===== src/rtl/serial_tx_framer.sv =====
// serial_tx_framer: parallel-to-serial frame transmitter.
// Frame on SO: start bit (0), WIDTH data bits MSB first, optional even
// parity bit, STOP_BITS stop bits (1). Bit timing advances on TICK only.
// Optional feature macro: SER_PARITY_EN (compiles in the PARITY state).
module serial_tx_framer #(
  parameter int WIDTH     = 8,
  parameter int STOP_BITS = 1
) (
  input  logic             CLK,
  input  logic             RST,
  input  logic             TICK,
  input  logic [WIDTH-1:0] DIN,
  input  logic             DIN_VALID,
  output logic             DIN_READY,
  output logic             SO,
  output logic             BUSY,
  output logic             DONE
);

  localparam int IDX_W = (WIDTH > 1) ? $clog2(WIDTH) : 1;
  localparam logic [IDX_W-1:0] IDX_TOP = IDX_W'(WIDTH - 1);
  localparam logic STOP_LAST = 1'(STOP_BITS - 1);

  typedef enum logic [2:0] {
    S_IDLE,
    S_START,
    S_DATA,
`ifdef SER_PARITY_EN
    S_PARITY,
`endif
    S_STOP
  } state_t;

  state_t           state_q, state_d;
  logic [WIDTH-1:0] shreg_q, shreg_d;
  logic [IDX_W-1:0] bit_idx_q, bit_idx_d;
  logic             stop_cnt_q, stop_cnt_d;
  logic             so_q, so_d;
  logic             done_q, done_d;
`ifdef SER_PARITY_EN
  logic             par_q, par_d;
`endif

  // Handshake and status are decoded from the registered state.
  assign DIN_READY = (state_q == S_IDLE);
  assign BUSY      = (state_q != S_IDLE);
  assign SO        = so_q;
  assign DONE      = done_q;

  // State register with asynchronous reset back to an idle, high line.
  always_ff @(posedge CLK or posedge RST) begin
    if (RST) begin
      state_q    <= S_IDLE;
      shreg_q    <= '0;
      bit_idx_q  <= '0;
      stop_cnt_q <= 1'b0;
      so_q       <= 1'b1;
      done_q     <= 1'b0;
`ifdef SER_PARITY_EN
      par_q      <= 1'b0;
`endif
    end else begin
      state_q    <= state_d;
      shreg_q    <= shreg_d;
      bit_idx_q  <= bit_idx_d;
      stop_cnt_q <= stop_cnt_d;
      so_q       <= so_d;
      done_q     <= done_d;
`ifdef SER_PARITY_EN
      par_q      <= par_d;
`endif
    end
  end

  // Next-state logic: SO is registered, so each branch sets the value
  // the line takes for the bit period that starts at this edge.
  always_comb begin
    state_d    = state_q;
    shreg_d    = shreg_q;
    bit_idx_d  = bit_idx_q;
    stop_cnt_d = stop_cnt_q;
    so_d       = so_q;
    done_d     = 1'b0;
`ifdef SER_PARITY_EN
    par_d      = par_q;
`endif
    case (state_q)
      S_IDLE: begin
        so_d = 1'b1;
        // A TICK coinciding with the accept is deliberately ignored.
        if (DIN_VALID) begin
          state_d    = S_START;
          shreg_d    = DIN;
          stop_cnt_d = 1'b0;
          so_d       = 1'b0;
`ifdef SER_PARITY_EN
          par_d      = ^DIN;
`endif
        end
      end
      S_START: begin
        if (TICK) begin
          state_d   = S_DATA;
          so_d      = shreg_q[WIDTH-1];
          shreg_d   = {shreg_q[WIDTH-2:0], 1'b0};
          bit_idx_d = IDX_TOP;
        end
      end
      S_DATA: begin
        // bit_idx_q names the data bit currently on SO; stop at 0, no wrap.
        if (TICK) begin
          if (bit_idx_q == '0) begin
`ifdef SER_PARITY_EN
            state_d = S_PARITY;
            so_d    = par_q;
`else
            state_d    = S_STOP;
            so_d       = 1'b1;
            stop_cnt_d = 1'b0;
`endif
          end else begin
            so_d      = shreg_q[WIDTH-1];
            shreg_d   = {shreg_q[WIDTH-2:0], 1'b0};
            bit_idx_d = bit_idx_q - IDX_W'(1);
          end
        end
      end
`ifdef SER_PARITY_EN
      S_PARITY: begin
        if (TICK) begin
          state_d    = S_STOP;
          so_d       = 1'b1;
          stop_cnt_d = 1'b0;
        end
      end
`endif
      S_STOP: begin
        so_d = 1'b1;
        if (TICK) begin
          if (stop_cnt_q == STOP_LAST) begin
            state_d = S_IDLE;
            done_d  = 1'b1;
          end else begin
            stop_cnt_d = stop_cnt_q + 1'b1;
          end
        end
      end
      default: begin
        state_d = S_IDLE;
        so_d    = 1'b1;
      end
    endcase
  end

endmodule


===== config.mk =====
export PLATFORM = sky130hd
export DESIGN_NAME = serial_tx_framer
export DESIGN_NICKNAME = d
export VERILOG_FILES = /design/src/rtl/serial_tx_framer.sv
export SDC_FILE = /design/constraint.sdc
export NUM_CORES = 1
export LEC_CHECK = 0
export ABC_CLOCK_PERIOD_IN_PS = 2300
export CORE_MARGIN = 1.5
export CORE_UTILIZATION = 45
export CTS_CLUSTER_DIAMETER = 100
export DETAILED_ROUTE_END_ITERATION = 7
export HOLD_SLACK_MARGIN = 0.08
export PLACE_DENSITY_LB_ADDON = 0.3
export SETUP_SLACK_MARGIN = 0.05
export SYNTH_ARGS = -nofsm -noshare
export SYNTH_HDL_FRONTEND = slang
export SYNTH_SLANG_ARGS = --single-unit

===== constraint.sdc =====
create_clock -name CLK -period 2.3 [get_ports CLK]
set_clock_uncertainty 0.05 [all_clocks]
set_input_delay 0.345 -clock CLK [delete_from_list [all_inputs] [get_ports CLK]]
set_output_delay 0.345 -clock CLK [all_outputs]
set_load 0.005 [all_outputs]

[Word level (Yosys, flattened, before mapping)]
Index checks and enable logic that the tools add are counted.
Cells by class
  muxes and demuxes: 30
  equal/unequal tests: 10
  reduce and logical (&&, ||, !) cells: 11
  $add $sub $neg: 2
Operators with widths (number)
  two-way mux 8 bit: 4
  two-way mux 3 bit: 9
  one-hot mux 8 bit (3 select lines): 1
  != test 2 bit, second input constant: 7
  two-way mux 1 bit: 12
  one-hot mux 3 bit (4 select lines): 1
  AND reduction 5 bit: 2
  nonzero test 3 bit: 3
  equality test 3 x 2 -> 1 bit, second input constant: 2
  logical NOT 3 bit: 2
  one-hot mux 1 bit (3 select lines): 2
  one-hot mux 3 bit (2 select lines): 1
  AND reduction 6 bit: 1
  AND reduction 4 bit: 1
  equality test 3 x 1 -> 1 bit, second input constant: 1
  subtractor 3 x 1 -> 3 bit, second input constant: 1
  AND reduction 2 bit: 1
  nonzero test 2 bit: 1
  adder 1 bit, second input constant: 1
Storage, ports and cells
  output and inout port bits: 4
  flip-flop bits (word level): 17
  logic and storage cells: 59

[Depth between registers and ports, before layout]
  depth after elaboration: 4
  gate-level depth with buffers: 9
  mapped depth without buffers: 6

[Least setup slack after synthesis]
Ideal clock, no wire load.
  kind: reg2reg
  start point: register state_q[0]
  end point: register state_q[1]
  cell stages (with the launch flop): 8
  buffers on the path: 1
  slack: 0.602 ns
  period minus slack after synthesis: 1.698 ns
  data required time: 2.122 ns
  arrival time: 1.520 ns
  cell sequence: dfrtp_1 inv_1 ha_1 buf_6 o21bai_4 nand2_1 a221oi_2 mux2_1
Between the ends
  cells in the longest elaborated chain, start to end: 3
  elaborated cells on any way between the ends: 12
RTL lines
  start, declared: RTL line 34  | state_t state_q, state_d;
  start signal, assigned: RTL line 63  | state_q <= state_d;
  equality test 3 x 2 -> 1 bit, or another cell as far along: RTL line 87  | case (state_q)
  != test 2 bit (no line)
  AND reduction 6 bit (no line)
Parallel ways exist; a longest one is shown, timed or not.
A chain may end at the register's enable or synchronous reset.

[Worst setup path in the final report]
  start point: register state_q[1]
  end point: output port BUSY
Between the ends
  cells in the longest elaborated chain, start to end: 1
RTL lines
  nonzero test 3 bit: RTL line 46  | assign BUSY = (state_q != S_IDLE);
  end, declared: RTL line 16  | output logic BUSY,
No other way between the ends.

==> results_dict.tcl <==
set metrics [dict create \
    regToRegStartpoint "state_q[0]" \
    clk_pin_slew_worst_paths_ns 0.09 \
    fin_tns_setup_ns 0 \
    grt_overflow_total 0 \
    yosys.area.top_type "dfrtp_1" \
    finalInstanceArea_sq_um 1090 \
    syn_to_final_growth_pct 17.9 \
    cp.arrival_ns 1.58 \
    globalplace.congestion 0.687 \
    period_needed_ns 1.97 \
    netlist_area_sq_um 923 \
    critPathKind "register to output port" \
    fp.dieH_microns 48.3 \
    clock_latency_ns 0.29 \
    drtAntennaViolNets 0 \
    r2r_end "state_q[1]" \
    max_slew_margin_pct 62.4 \
    run_status "finished, final reports clean" \
    track_usage_pct 14.0 \
    core_sq_um 1940 \
    grt_max_degree 18 \
    rows 16 \
    hold_buffers 0 \
    fmax_ghz 0.506 \
    cts.sinks 15 \
    grt_pass1_wl_mm 2.57 \
    slowest_stage "clkdlybuf4s50_1" \
    synthCells 87 \
    fill_cells 191 \
    slowest_delay_ns 0.48 \
    ys_ff_latch 15 \
    wire_per_inst_microns 11.2 \
    yosysWarnings 0 \
    htreeDepth 1 \
    cts_root_buffer "clkbuf_4" \
    avgSynthCellArea_sq_um 10.6 \
    vdd_drop_max_v 0.000780 \
    fin_util_pct 56.1 \
    critPathMaxFanout 5 \
    rrSetupSlack_ns 0.46 \
    finalCritPeriodShare_pct 85.9 \
    start_kind "register" \
    p_leak_uw 0.000501 \
    post_cts_buffers 0 \
    drv_slew 0 \
    synth.distinct_cells 27 \
    reg2reg_depth 6 \
    drtIter0Drc 8 \
    drive_above_1_share_pct 18.6 \
    cts_made_buffers 3 \
    crit_top_cell "inv_1" \
    ctsLongestPathBuffers 2 \
    path_cells "inv_1, ha_1, inv_1, clkdlybuf4s50_1" \
    hpwl_mm 1.12 \
    synth_nets 106 \
    critical_path.endpoint_type "output port" \
    ys_seq_area_share_pct 40.8 \
    grt_pass1_vias 600 \
    antenna_found_initial 0 \
    firstDrtPassIters 4 \
    tightestPinTransition_ns 0.563 \
    die_w_microns 48.3 \
    finalHoldViolations 0 \
    dieArea_sq_um 2330 \
    tritoncts "yes" \
    setup_viol 0 \
    cts_resized 0 \
    place_area_sq_um 1060 \
    ioPinCount 16 \
    crit_required_ns 1.90 \
    hold_path_class "primary input to async pin" \
    diodes 0 \
    rsz0062_at_grt "false" \
    synthTopCellsByArea "dfrtp_1 38%, ha_1 9.5%, mux2i_1 8.7%" \
    powerDensity_nw_per_um2 1410 \
    layout.nets 122 \
    numPortBuffers 15 \
    vias_per_cell 4.95 \
    routed_wl_mm 1.44 \
    maxCapViolCount 0 \
    yosysTopAreaCellShare_pct 37.9 \
    via_count 638 \
    drcViolationCount 0 \
    start_util_pct 47.6 \
]
cell families (layout without fill, tap and decap cells):
family | after synthesis | in the layout | synth area share [%]
AOI/OAI and AO/OA | 21 | 21 | 19.1
and+or+nand+nor | 19 | 19 | 10.4
buffers and inverters | 16 | 31 | 10.3
DFF | 15 | 15 | 40.8
muxes | 9 | 9 | 9.89
adders and majority gates | 7 | 7 | 9.48
per-stage QoR:
step / hold slack [ns] / worst slack (ns) / total power, uW / instances
after global placement: 0.449 / 0.313 / 1370 / 125
after global routing: 0.407 / 0.249 / 1680 / 129
after detailed placement: 0.459 / 0.272 / 1410 / 125
final: 0.355 / 0.325 / 1540 / 129
after CTS: 0.378 / 0.312 / 1560 / 129
after floorplan: 0.196 / 0.602 / 1280 / 87
how the worst max path moves through the flow:
| stage | from | to | slack, ns | cells past startpoint |
|---|---|---|---|---|
| after floorplan | state_q[0] | state_q[1] | 0.60 | 7 |
| after global routing | state_q[0] | BUSY | 0.25 | 4 |
| final | state_q[1] | BUSY | 0.33 | 4 |
| after CTS | state_q[1] | BUSY | 0.31 | 4 |
| after global placement | TICK | state_q[1] | 0.31 | 5 |
| after detailed placement | TICK | state_q[1] | 0.27 | 5 |
layer usage:
metal / wire [microns] / up-vias / track usage (%) / share of wire [%]
li1: - / 321 / - / -
met1: 614 / 294 / 17.4 / 43
met2: 730 / 18 / 23.6 / 51
met3: 62 / 5 / 2.16 / 4.3
met4: 34 / 0 / 7.14 / 2.4
met5: 0 / - / 0 / 0
worst max-delay path, delay by kind of cell, from the launching register on:
kind	cells	cell delay [ns]
buffers and inverters	3	0.63
DFF	1	0.43
adders and majority gates	1	0.23
layout make-up:
class / count / area, sq um / area share (%)
clock buffer: 3 / 22.5 / 2.07
clock inverter: 1 / 5.00 / 0.460
inverter: 11 / 41.3 / 3.79
multi-input combinational: 56 / 452 / 41.5
sequential: 15 / 377 / 34.6
tap: 27 / 33.8 / 3.10
timing repair buffer: 16 / 158 / 14.5
cell usage in the layout (no fill, tap or decap):
| cell | instances |
|---|---|
| ha_1 | 7 |
| o2111a_1 | 1 |
| o21bai_4 | 1 |
| a22o_1 | 1 |
| nor2_2 | 1 |
| and2_1 | 1 |
| nand2b_4 | 1 |
| o21ai_0 | 3 |
| mux2i_1 | 8 |
| clkbuf_4 | 3 |
| a21oi_2 | 8 |
| nand2b_1 | 1 |
| o21ai_2 | 1 |
| nand3_1 | 3 |
| nand3b_1 | 1 |
| buf_4 | 1 |
| mux2_1 | 1 |
| nand2_1 | 4 |
| clkinv_2 | 1 |
| clkdlybuf4s50_1 | 15 |
| dfstp_2 | 1 |
| nor2_1 | 7 |
| o32ai_1 | 1 |
| dfrtp_1 | 14 |
| inv_1 | 11 |
| a221oi_2 | 1 |
| a21oi_1 | 4 |
cells in the mapped netlist:
library cell and count:
buf_6 2, nand2b_1 1, and2_1 1, o21bai_4 1
nor2_1 7, inv_1 11, buf_1 1, dfrtp_1 14
dfstp_2 1, o32ai_1 1, mux2i_1 8, nand3b_1 1
ha_1 7, nor2_2 1, buf_12 1, a22o_1 1
nand2b_4 1, a21oi_2 8, mux2_1 1, nand2_1 4
o21ai_2 1, nand3_1 3, a21oi_1 4, o21ai_0 3
o2111a_1 1, buf_4 1, a221oi_2 1
state kept, by name, indices dropped and copies added, names as in the netlist:
name / count
bit_idx_q: 3
DONE: 1
shreg_q: 8
state_q: 2
SO: 1
where the power goes:
group	switching (uW)	internal, uW	leakage [uW]
clock	87.7	64.7	0.0000177
combinational	466	432	0.000314
sequential	84.6	402	0.000169
total	638	899	0.000501
Power figures use the tool's default switching activity.
